$ cat config.mk
export PLATFORM = sky130hd
export DESIGN_NAME = cycle_sequencer
export DESIGN_NICKNAME = d
export VERILOG_FILES = /design/src/rtl/cycle_sequencer_pkg.sv /design/src/rtl/cycle_sequencer_phase.sv /design/src/rtl/cycle_sequencer.sv
export SDC_FILE = /design/constraint.sdc
export NUM_CORES = 1
export LEC_CHECK = 0
export CAP_MARGIN = 10
export CORE_MARGIN = 3
export CORE_UTILIZATION = 50
export CTS_BUF_LIST = sky130_fd_sc_hd__clkbuf_2 sky130_fd_sc_hd__clkbuf_4 sky130_fd_sc_hd__clkbuf_8
export DETAILED_ROUTE_END_ITERATION = 10
export GPL_ROUTABILITY_DRIVEN = 0
export PLACE_DENSITY = 0.89
export SYNTH_ARGS = -nofsm -noshare
export SYNTH_HDL_FRONTEND = slang
export SYNTH_SLANG_ARGS = --single-unit
$ cat constraint.sdc
create_clock -name clk -period 3.2 [get_ports clk]
set_input_delay 0.96 -clock clk [delete_from_list [all_inputs] [get_ports clk]]
set_output_delay 0.96 -clock clk [all_outputs]
set_load 0.005 [all_outputs]
$ cat src/rtl/cycle_sequencer_pkg.sv
// Shared definitions for the instruction-cycle sequencer.
// Latency: n/a (constants only).
// Backpressure: n/a.
package cycle_sequencer_pkg;

    // Bit positions of the one-hot machine state vector
    localparam int ST_HALT   = 0;
    localparam int ST_FETCH  = 1;
    localparam int ST_DECODE = 2;
    localparam int ST_LOAD   = 3;
    localparam int ST_EXEC   = 4;
    localparam int ST_STORE  = 5;
    localparam int NUM_ST    = 6;

    // One-hot codes matching the bit positions above
    localparam logic [NUM_ST-1:0] OH_HALT   = 6'b000001;
    localparam logic [NUM_ST-1:0] OH_FETCH  = 6'b000010;
    localparam logic [NUM_ST-1:0] OH_DECODE = 6'b000100;
    localparam logic [NUM_ST-1:0] OH_LOAD   = 6'b001000;
    localparam logic [NUM_ST-1:0] OH_EXEC   = 6'b010000;
    localparam logic [NUM_ST-1:0] OH_STORE  = 6'b100000;

    // Default build parameters
    localparam int DEF_PHASES = 2;
    localparam int DEF_CNT_W  = 16;

endpackage

$ cat src/rtl/cycle_sequencer_phase.sv
// Phase divider: counts PHASES clk periods per machine state and drives cdiv/ncdiv/last_phase.
// Latency: cdiv registered from the next phase value; last_phase decoded from the current phase.
// Backpressure: none; counting gated by en, hold synchronously parks the phase at 0.
module phase_divider #(
    parameter int PHASES = 2
) (
    input  logic clk,
    input  logic nreset,
    input  logic en,
    input  logic hold,
    output logic cdiv,
    output logic ncdiv,
    output logic last_phase
);

    localparam int PH_W = $clog2(PHASES);
    localparam logic [PH_W-1:0] PH_LAST = PH_W'(PHASES - 1);
    localparam logic [PH_W-1:0] PH_HALF = PH_W'(PHASES / 2);

    logic [PH_W-1:0] ph_q;
    logic [PH_W-1:0] ph_d;
    logic            cdiv_q;

    // Next phase: park at 0 while held, otherwise count and wrap at the last phase
    always_comb begin
        ph_d = ph_q;
        if (hold) begin
            ph_d = '0;
        end else if (en) begin
            ph_d = (ph_q == PH_LAST) ? '0 : ph_q + PH_W'(1);
        end
    end

    // Phase register; cdiv is registered from the next phase so it is glitch-free
    always_ff @(posedge clk or negedge nreset) begin
        if (!nreset) begin
            ph_q   <= '0;
            cdiv_q <= 1'b0;
        end else begin
            ph_q   <= ph_d;
            cdiv_q <= (ph_d >= PH_HALF);
        end
    end

    assign cdiv       = cdiv_q;
    assign ncdiv      = ~cdiv_q;
    assign last_phase = en && (ph_q == PH_LAST);

endmodule

$ cat src/rtl/cycle_sequencer.sv
// Instruction-cycle sequencer: fetch/decode/load/execute/store with memory stalls, run/step/halt.
// Latency: state changes on the edge that wraps the phase; instr_done is same-cycle on the final phase.
// Backpressure: mem_ready low on a last phase repeats FETCH/LOAD/STORE for another full state.
module cycle_sequencer
    import cycle_sequencer_pkg::*;
#(
    parameter int PHASES = DEF_PHASES,
    parameter int CNT_W  = DEF_CNT_W
) (
    input  logic              clk,
    input  logic              nreset,
    input  logic              run,
    input  logic              step,
    input  logic              halt_req,
    input  logic              need_load,
    input  logic              need_store,
    input  logic              mem_ready,
    output logic              cdiv,
    output logic              ncdiv,
    output logic [NUM_ST-1:0] state,
    output logic              last_phase,
    output logic              instr_done,
    output logic              stop_pulse,
    output logic              halted,
    output logic [CNT_W-1:0]  instr_count
);

    logic [NUM_ST-1:0] state_q;
    logic [NUM_ST-1:0] state_d;
    logic              step_mode_q;
    logic              step_mode_d;
    logic              eoi;
    logic              lp;
    logic              is_halt;
    logic              stop_q;
    logic [CNT_W-1:0]  cnt_q;

    assign is_halt = state_q[ST_HALT];

    phase_divider #(
        .PHASES(PHASES)
    ) u_phase (
        .clk        (clk),
        .nreset     (nreset),
        .en         (!is_halt),
        .hold       (is_halt),
        .cdiv       (cdiv),
        .ncdiv      (ncdiv),
        .last_phase (lp)
    );

    // State register and the single-step flag
    always_ff @(posedge clk or negedge nreset) begin
        if (!nreset) begin
            state_q     <= OH_HALT;
            step_mode_q <= 1'b0;
        end else begin
            state_q     <= state_d;
            step_mode_q <= step_mode_d;
        end
    end

    // Next state: HALT reacts every clk, other states only on their last phase
    always_comb begin
        state_d     = state_q;
        step_mode_d = step_mode_q;
        eoi         = 1'b0;
        case (1'b1)
            state_q[ST_HALT]: begin
                if (run) begin
                    state_d     = OH_FETCH;
                    step_mode_d = 1'b0;
                end else if (step) begin
                    state_d     = OH_FETCH;
                    step_mode_d = 1'b1;
                end
            end
            state_q[ST_FETCH]: begin
                if (lp && mem_ready) state_d = OH_DECODE;
            end
            state_q[ST_DECODE]: begin
                if (lp) state_d = need_load ? OH_LOAD : OH_EXEC;
            end
            state_q[ST_LOAD]: begin
                if (lp && mem_ready) state_d = OH_EXEC;
            end
            state_q[ST_EXEC]: begin
                if (lp) begin
                    if (need_store) state_d = OH_STORE;
                    else            eoi     = 1'b1;
                end
            end
            state_q[ST_STORE]: begin
                if (lp && mem_ready) eoi = 1'b1;
            end
            default: begin
                // Not one-hot: fall back to a safe stop
                state_d     = OH_HALT;
                step_mode_d = 1'b0;
            end
        endcase
        // Instruction boundary: halt request beats single-step beats run level
        if (eoi) begin
            if (halt_req || step_mode_q || !run) begin
                state_d     = OH_HALT;
                step_mode_d = 1'b0;
            end else begin
                state_d = OH_FETCH;
            end
        end
    end

    // Outputs decoded from the current state and boundary condition
    always_comb begin
        state       = state_q;
        halted      = is_halt;
        last_phase  = lp;
        instr_done  = eoi;
        stop_pulse  = stop_q;
        instr_count = cnt_q;
    end

    // Stop pulse marks the first clk in HALT after a running state; counter tracks completions
    always_ff @(posedge clk or negedge nreset) begin
        if (!nreset) begin
            stop_q <= 1'b0;
            cnt_q  <= '0;
        end else begin
            stop_q <= state_d[ST_HALT] && !is_halt;
            if (eoi) cnt_q <= cnt_q + CNT_W'(1);
        end
    end

endmodule

==> results of run 1 <==
[synthesized netlist by cell type (3+ instances only)]
master     n  area share [%]
inv_1      6             1.7
a21oi_1    5             1.9
nor2_1     7             2.0
and3_1     6             2.9
nand3b_1   3             1.7
nand2b_1   3             1.4
xnor2_1   13             8.7
nand2_1   14             4.0
o21ai_0    5             1.9
dfrtp_1   24              46
nand4_1    5             2.4
nand3_1    4             1.5
[worst reg2reg max path: stages, from the launching register on]
cell and delay [ns]:
dfrtp_1 0.50, or3_4 0.45, a211o_1 0.30, inv_1 0.09, buf_4 0.14, mux2_2 0.33
[kinds of logic after synthesis]
group / Yosys count
AO/OA/AOI/OAI: 22
XOR/XNOR: 15
adder cells (fa/ha/maj): 1
buffers and inverters: 10
flip-flops: 25
multiplexers: 1
AND/OR/NAND/NOR: 53
[worst min path at each step]
stage | endpoint | slack (ns) | from | cells after the start
final | instr_count[15] | 0.48 | instr_count[15] | 1
after global routing | instr_count[15] | 0.50 | instr_count[15] | 1
after CTS | instr_count[15] | 0.49 | instr_count[15] | 1
after detailed placement | instr_count[15] | 0.47 | instr_count[15] | 1
after global placement | instr_count[15] | 0.46 | instr_count[15] | 1
after floorplan | instr_count[15] | 0.47 | instr_count[15] | 1
[per-stage QoR]
| stage | instance area (µm²) | util (%) | setup slack [ns] | power [µW] |
|---|---|---|---|---|
| floorplan | 1315 | - | 0.5600 | 650.9 |
| global placement | 1727 | 73.13 | -0.2073 | 800.4 |
| detailed placement | 1727 | 73.13 | -0.1994 | 815.9 |
| CTS | 1763 | 74.67 | 0.05408 | 971.2 |
| global route | 1763 | 74.67 | 0.0005915 | 1027 |
| finish | 1763 | 74.67 | 0.05545 | 972.3 |
[registers in the layout, summed over array words and instances (netlist names)]
signal / flops
step_mode_q: 1
state: 6
instr_count: 16
stop_pulse: 1
u_phase.cdiv: 1
[metal layers]
| metal | vias up | part of all wire, % | wire [µm] |
|---|---|---|---|
| li1 | 542 | - | - |
| met1 | 551 | 41 | 1248 |
| met2 | 49 | 51 | 1533 |
| met3 | 4 | 6.6 | 198 |
| met4 | 0 | 0.96 | 29 |
| met5 | - | 0 | 0 |
[area by class of cell]
class	count	area share (%)
sequential	25	35.56
timing repair buffer	42	22.78
tap	28	1.987
multi-input combinational	92	36.69
clock buffer	3	1.278
clock inverter	1	0.4258
inverter	6	1.278
[power breakdown]
group | internal, µW | switching (µW) | leakage [µW]
Clock | 47.8 | 104 | 0.0000139
Combinational | 202 | 169 | 0.000397
Sequential | 365 | 85.2 | 0.000339
Total | 615 | 358 | 0.000749
==> results_dict.tcl, run 1 <==
set metrics [dict create \
    drt-initial-drc-count 41 \
    cts.htree.levels 1 \
    multi_input_area_um2 646.9 \
    port_buffers 35 \
    grt.busiest_layer "met2" \
    reg2reg_depth 5 \
    post_cts_buffers 0 \
    grt_pass1_wl_um 5106 \
    cts_buffers 3 \
    max_stage_delay_ns 0.42 \
    num_rows 17 \
    layout-drive-gt1-share_pct 10.06 \
    synth_edf_count 0 \
    cts_root_buf "clkbuf_4" \
    synthAdderAreaFrac_pct 0.9515 \
    synthCells 127 \
    worst_ir_drop_vdd_mv 0.5516 \
    final_nets 179 \
    synth-simple-area-share_pct 22.55 \
    grt_pass1_vias 1147 \
    regToRegSetupSlack_ns 1.29 \
    crit_start "need_store" \
    cts.sink_count 25 \
    crit_arrival_ns 2.18 \
    stdcell_count 197 \
    end_kind "primary output" \
    firstDrtPassIters 5 \
    cts_resized 2 \
    use_met1_pct 25.29 \
    clk_latency_ns 0.33 \
    clkSlewWorstSetupHoldPaths_ns 0.15 \
    yosys_register_bits 25 \
    wl_per_cell_um 15.27 \
    die_x_um 57.29 \
    worst_pin_slew_ns 0.4901 \
    layout_min_cycle_time_ns 3.145 \
    critical-path-top-delay-family "buffers and inverters" \
    syn_area_per_cell_um2 10.35 \
    synth_top_family_by_area "simple AND/OR/NAND/NOR gates" \
    die_area_um2 3282 \
    cp-endpoint "instr_done" \
    wirelength_um 3009 \
    syn_area_um2 1315 \
    hold_violations 0 \
    antenna_cells 0 \
    powerDensity_nw_per_um2 551.5 \
    worstSetupPathType "in2out" \
    path_cells "clkdlybuf4s50_1 > nand2b_4 > a211o_1 > inv_1 > dlygate4sd2_1" \
    place_hpwl_um 2260 \
    grt_use_met2_pct 33.28 \
    required_ns 2.24 \
    final_cell_mix "clkdlybuf4s50_1, dfrtp_1, nand2_1" \
    vias 1146 \
    seq_area_um2 626.9 \
    rsz0062_at_grt "false" \
    synth_mux_area_share_pct 0.8563 \
    drcViolationCount 0 \
    finalSetupViolCount 0 \
    max_cap_violations 0 \
    fillers 155 \
    grt_max_degree 26 \
    cts_tree "built" \
    r2r-start "state[3]" \
    slew-limit-headroom_pct 67.33 \
    hold_path.class "reg2reg" \
    cts_buffer_depth 2 \
    area_growth_pct 34.06 \
    die_h_um 57.29 \
    initial_core_util_pct 55.70 \
    worst_setup_path_start_kind "primary input" \
    p_leak_uw 0.0007493 \
    ys_types 36 \
    grt.overflow.total 0 \
    synth_flop_cell "dfrtp_1" \
    final_common_cell "clkdlybuf4s50_1" \
    antenna_found_initial 0 \
    hold_slack_ns 0.4776 \
    fin_tns_setup_ns 0 \
    slowest_stage "clkdlybuf4s50_1" \
    synth_compound_area_share_pct 14.27 \
    ys_async_sr_fraction_pct 100.0 \
    ioPinCount 36 \
    syn_nets 136 \
    via_per_inst 5.817 \
    maxSlewViolCount 0 \
    status "finished clean" \
    cts_hold_buffers 0 \
    met3_usage_pct 3.620 \
    fin_crit_sh_pct 98.27 \
    fmax_mhz 318.0 \
    path_buf_inv 3 \
    worst-path-stages 5 \
    track_usage_pct 19.61 \
    drtAntennaViolNets 0 \
    yosys.area_share.xor_xnor_pct 9.990 \
    r2r-end "instr_count[1]" \
    post-place-cells 193 \
    crit_path_max_fanout 2 \
    seq_area_frac_synth_pct 47.67 \
    yosysWarnings 0 \
    coreArea_um2 2361 \
    clock-skew-final_ns 0.001590 \
]
Power figures use the tool's default switching activity.
==> run 2: changes to the inputs <==
--- a/config.mk
+++ b/config.mk
@@ -12,6 +12,7 @@
 export DETAILED_ROUTE_END_ITERATION = 10
 export GPL_ROUTABILITY_DRIVEN = 0
 export PLACE_DENSITY = 0.89
+export SLEW_MARGIN = 20
 export SYNTH_ARGS = -nofsm -noshare
 export SYNTH_HDL_FRONTEND = slang
 export SYNTH_SLANG_ARGS = --single-unit
==> results of run 2 <==
No change in the layout: final DEF, timing and power equal those of run 1.
